`src/rtl/router_fsm.sv`:
```
// Control FSM of the 1x3 packet router: sequences header, payload and
// parity loads, FIFO-full stalls and per-port soft-reset aborts.
module router_fsm #(
  parameter logic [1:0] ADDR_INVALID = 2'b11,
  parameter int         STATE_W      = 3
) (
  input  logic       clk,
  input  logic       resetn,
  input  logic       pkt_valid,
  input  logic [1:0] datain,
  input  logic       fifo_full,
  input  logic       empty0,
  input  logic       empty1,
  input  logic       empty2,
  input  logic       soft_reset0,
  input  logic       soft_reset1,
  input  logic       soft_reset2,
  input  logic       parity_done,
  input  logic       low_pkt_valid,
  output logic       detect_addr,
  output logic       write_enb_reg,
  output logic       lfd_state,
  output logic       ld_state,
  output logic       laf_state,
  output logic       full_state,
  output logic       rst_int_reg,
  output logic       busy
);

  typedef enum logic [STATE_W-1:0] {
    DECODE_ADDRESS     = 3'd0,
    LOAD_FIRST_DATA    = 3'd1,
    LOAD_DATA          = 3'd2,
    FIFO_FULL_STATE    = 3'd3,
    LOAD_AFTER_FULL    = 3'd4,
    LOAD_PARITY        = 3'd5,
    CHECK_PARITY_ERROR = 3'd6,
    WAIT_TILL_EMPTY    = 3'd7
  } state_t;

  state_t     state_q, state_d;
  logic [1:0] addr_q;
  logic [3:0] empty_v, srst_v;

  logic detect_q, wen_q, lfd_q, ld_q;
  logic laf_q, full_q, rst_int_q, busy_q;

  // Code 3 is padded so a reserved address never indexes out of range.
  assign empty_v = {1'b0, empty2, empty1, empty0};
  assign srst_v  = {1'b0, soft_reset2, soft_reset1, soft_reset0};

  always_comb begin
    state_d = state_q;
    if (state_q != DECODE_ADDRESS && srst_v[addr_q]) begin
      state_d = DECODE_ADDRESS;
    end else begin
      case (state_q)
        DECODE_ADDRESS: begin
          if (pkt_valid && datain != ADDR_INVALID)
            state_d = empty_v[datain] ? LOAD_FIRST_DATA
                                      : WAIT_TILL_EMPTY;
        end
        LOAD_FIRST_DATA: state_d = LOAD_DATA;
        LOAD_DATA: begin
          if (fifo_full)       state_d = FIFO_FULL_STATE;
          else if (!pkt_valid) state_d = LOAD_PARITY;
        end
        FIFO_FULL_STATE: begin
          if (!fifo_full) state_d = LOAD_AFTER_FULL;
        end
        LOAD_AFTER_FULL: begin
          if (parity_done)        state_d = DECODE_ADDRESS;
          else if (low_pkt_valid) state_d = LOAD_PARITY;
          else                    state_d = LOAD_DATA;
        end
        LOAD_PARITY: state_d = CHECK_PARITY_ERROR;
        CHECK_PARITY_ERROR: begin
          state_d = fifo_full ? FIFO_FULL_STATE
                              : DECODE_ADDRESS;
        end
        WAIT_TILL_EMPTY: begin
          if (empty_v[addr_q]) state_d = LOAD_FIRST_DATA;
        end
        default: state_d = DECODE_ADDRESS;
      endcase
    end
  end

  // Outputs are registered from the next state, so they track state_q.
  always_ff @(posedge clk or negedge resetn) begin
    if (!resetn) begin
      state_q   <= DECODE_ADDRESS;
      addr_q    <= 2'b00;
      detect_q  <= 1'b1;
      wen_q     <= 1'b0;
      lfd_q     <= 1'b0;
      ld_q      <= 1'b0;
      laf_q     <= 1'b0;
      full_q    <= 1'b0;
      rst_int_q <= 1'b0;
      busy_q    <= 1'b0;
    end else begin
      state_q <= state_d;
      if (state_q == DECODE_ADDRESS && pkt_valid)
        addr_q <= datain;
      detect_q  <= (state_d == DECODE_ADDRESS);
      lfd_q     <= (state_d == LOAD_FIRST_DATA);
      ld_q      <= (state_d == LOAD_DATA);
      full_q    <= (state_d == FIFO_FULL_STATE);
      laf_q     <= (state_d == LOAD_AFTER_FULL);
      rst_int_q <= (state_d == CHECK_PARITY_ERROR);
      wen_q     <= (state_d == LOAD_DATA) ||
                   (state_d == LOAD_PARITY) ||
                   (state_d == LOAD_AFTER_FULL);
      busy_q    <= (state_d != DECODE_ADDRESS) &&
                   (state_d != LOAD_DATA);
    end
  end

  assign detect_addr   = detect_q;
  assign write_enb_reg = wen_q;
  assign lfd_state     = lfd_q;
  assign ld_state      = ld_q;
  assign laf_state     = laf_q;
  assign full_state    = full_q;
  assign rst_int_reg   = rst_int_q;
  assign busy          = busy_q;

endmodule

```
`config.mk`:
```
export PLATFORM = sky130hd
export DESIGN_NAME = router_fsm
export DESIGN_NICKNAME = d
export VERILOG_FILES = /design/src/rtl/router_fsm.sv
export SDC_FILE = /design/constraint.sdc
export NUM_CORES = 1
export LEC_CHECK = 0
export CORE_MARGIN = 5
export CORE_UTILIZATION = 43
export DETAILED_ROUTE_END_ITERATION = 6
export PLACE_DENSITY_LB_ADDON = 0.3
export SYNTH_ARGS = -nofsm -noshare
export SYNTH_HDL_FRONTEND = slang
export SYNTH_SLANG_ARGS = --single-unit
```
`constraint.sdc`:
```
create_clock -name clk -period 2.4 [get_ports clk]
set_clock_uncertainty 0.15 [all_clocks]
set_input_delay 0.36 -clock clk [delete_from_list [all_inputs] [get_ports clk]]
set_output_delay 0.36 -clock clk [all_outputs]
set_load 0.01 [all_outputs]
```
==> out/results.tsv <==
stage	metric	value	unit
run_status	status	finished clean	
drt	routed vias	610	
floorplanning	Row Count	14	
placed_design	Placement Setup Slack	0.135	ns
synthesis	asr flop ratio synth	1.00	
synthesis	synthesized area per cell	9.88	um2
drt	via/cell ratio	5.60	
setup_path	required time worst endpoint	2.45	ns
synthesis	share of the synthesized area in the top cell type	0.447	
finish	Layout fillers	122	
synthesis	mux contribution to synthesized area	0.0466	
clocking	Post-CTS Hold Buffers	0	
global_routing	initial antenna violation count	0	
drt	final WL	1520	um
global_routing	pin count of the biggest net entering global routing	14	
setup_path	Startpoint Class	flip-flop	
job	max-cap violation count	0	
drt	DRT Pass-1 Iters	4	
drt	DRC Markers	0	
synthesis	sequential element share of the synthesized area	0.486	
power	Final Power	1.09	mW
global_routing	first-pass GRT wire length	2710	um
floorplanning	Initial Utilization	0.451	
setup_path	CP Class	reg2reg	
min_path	HP Class	in2async	
power	Pwr Density	1180	nW/um2
finish	multi-input logic area	330	um2
sta	crit share post-route	0.831	
synthesis	Synth Area in Adders	0	
finish	Syn-to-layout area delta	38.2	%
sta	Worst-Margin Slew	0.579	ns
finish	Final Util	0.624	
synthesis	xor-xnor portion of the synthesized cell area	0	
synthesis	Post-Syn Area	672	um2
clocking	clock tree buffer depth	2	
setup_path	CP Max Fanout	8	
floorplanning	Total Die Area	2450	um2
drt	DRT antenna net count	0	
clocking	Worst-Skew Late Latency	0.27	ns
power	maximum vdd drop	0.668	mV
setup_path	CP endpoint kind	flip-flop	
clocking	clock-pin slew on the worst setup and hold paths	0.08	ns
floorplanning	DIE WIDTH	49.5	um
clocking	CTS Buf Count	3	
sta	Post-Route Setup TNS	0	ns
synthesis	EDFF count, synth	0	
power	leakage power	0.385	nW
finish	max FFs per register	3	
finish	Inserted Diodes	0	
clocking	clk sinks	13	
finish	most flop-heavy register	state_q	
global_routing	vias in the first global route	562	
sta	Fin. Hold Viols	0	
clocking	CTS root buf	clkbuf_4	
sta	RSZ-0062 raised after global routing	no	
placed_design	dpl hpwl	1140	um
sta	fmax	0.501	GHz
setup_path	Crit path arrival time	2.04	ns
synthesis	Netlist cell types	28	
synthesis	Main synth FF type	dfrtp_1	
synthesis	main combinational cell family by area after synthesis	simple AND/OR/NAND/NOR gates	
global_routing	total gr overflow	0	
synthesis	Synth area leader	dfrtp_1	
finish	Top Registers	state_q x3, addr_q x2	
drt	Initial DRC Count	12	
floorplanning	IO Pins	22	
synthesis	post-synthesis compound-gate area fraction	0.203	
sta	fin crit period	1.99	ns
floorplanning	die span in y	49.5	um
sta	Setup-failing EPs final	0	
finish	share of cells above drive strength 1	0.108	
synthesis	Syn. warnings	0	
synthesis	Post-Synth Simple-Gate Area	0.242	
finish	FF/Latch Area	327	um2
sta	final max-slew violation count	0	
placed_design	PortBufs	21	
global_routing	GRT Total Usage	0.140	
placed_design	GP Congestion	0.822	
clocking	Resized Gates After CTS	0	
clocking	htree depth	1	
clocking	TritonCTS clock tree	yes	
sta	worst relative slew slack	0.610	
synthesis	Post-Syn Instances	68	
drt	wire length per cell	14.0	um
clocking	postcts setup bufs	0	
sta	final worst setup slack	0.405	ns
synthesis	Yosys reg bits	13	
setup_path	reg2reg start	state_q[0]	
floorplanning	core area	1490	um2
synthesis	Synth area leaders	dfrtp_1 (45%), nand2b_1 (6.5%), a21oi_1 (5.2%)	
setup_path	Setup crit start	state_q[0]	
synthesis	syn nets	82	
finish	nets	108	
power breakdown:
group | total (mW) | switching [mW] | internal (mW)
sequential | 0.392 | 0.0804 | 0.312
combinational | 0.568 | 0.275 | 0.293
clock | 0.132 | 0.0672 | 0.0643
total | 1.09 | 0.423 | 0.669
Yosys cell counts, types with 2 or more instances:
cell type	number
a21oi_1	7
a31oi_1	2
dfrtp_1	12
inv_1	2
mux2i_1	2
nand2_1	5
nand2b_1	7
nor2_1	3
nor3_1	5
o21ai_0	4
o2bb2ai_1	2
cells by family (layout without fill, tap and decap cells):
logic type | Yosys count | after routing
multiplexers | 3 | 3
AND/OR/NAND/NOR | 28 | 28
AO/OA/AOI/OAI | 21 | 21
buffers and inverters | 3 | 28
flip-flops | 13 | 13
layout make-up:
cell class                      instances  area share
Inverter                                2     0.00809
Timing Repair Buffer                   22       0.235
Sequential cell                        13       0.352
Tap cell                               16      0.0216
Multi-Input combinational cell         52       0.356
Clock buffer                            4      0.0283
worst max-delay path, stage by stage (launching register included):
cell	delay, ns
dfrtp_1	0.45
or2_4	0.29
o221a_1	0.27
o32a_2	0.24
or3b_1	0.36
a21oi_1	0.15
stage by stage:
stage          std cells  area, um2  hold slack [ns]
3_5_place_dp         105        902            0.401
3_3_place_gp         105        902            0.384
4_1_cts              109        928            0.314
2_1_floorplan         68        672          -0.0856
6_report             109        928            0.300
5_1_grt              109        928            0.330
metal layers:
| metal | up-vias | wire length (um) | global-route usage |
|---|---|---|---|
| met5 | - | 0 | 0 |
| met4 | 0 | 11 | 0.0524 |
| met3 | 2 | 96 | 0.0542 |
| met2 | 18 | 690 | 0.193 |
| met1 | 289 | 723 | 0.195 |
| li1 | 301 | - | - |
layout by cell type (no fill, tap or decap), types with 2 or more instances in the layout:
master and n:
dfrtp_1 12, clkbuf_4 3, mux2i_1 2, o2bb2ai_1 2, nor3_1 5, o21ai_0 4, a31oi_1 2, nand2_1 5
inv_1 2, a21oi_1 7, clkdlybuf4s50_1 21, nand2b_1 7, nor2_1 3
final timing paths:
kind                                 endpoint  depth (start not counted)  slack, ns
max in group asynchronous         detect_addr                          1       1.42
worst min register to register      addr_q[0]                          2       0.42
worst max register to register  write_enb_reg                          5       0.41
min in group clk                    addr_q[0]                          2       0.42
worst max-delay path            write_enb_reg                          5       0.41
worst min-delay path               state_q[2]                          1       0.30
Power figures use the tool's default switching activity.
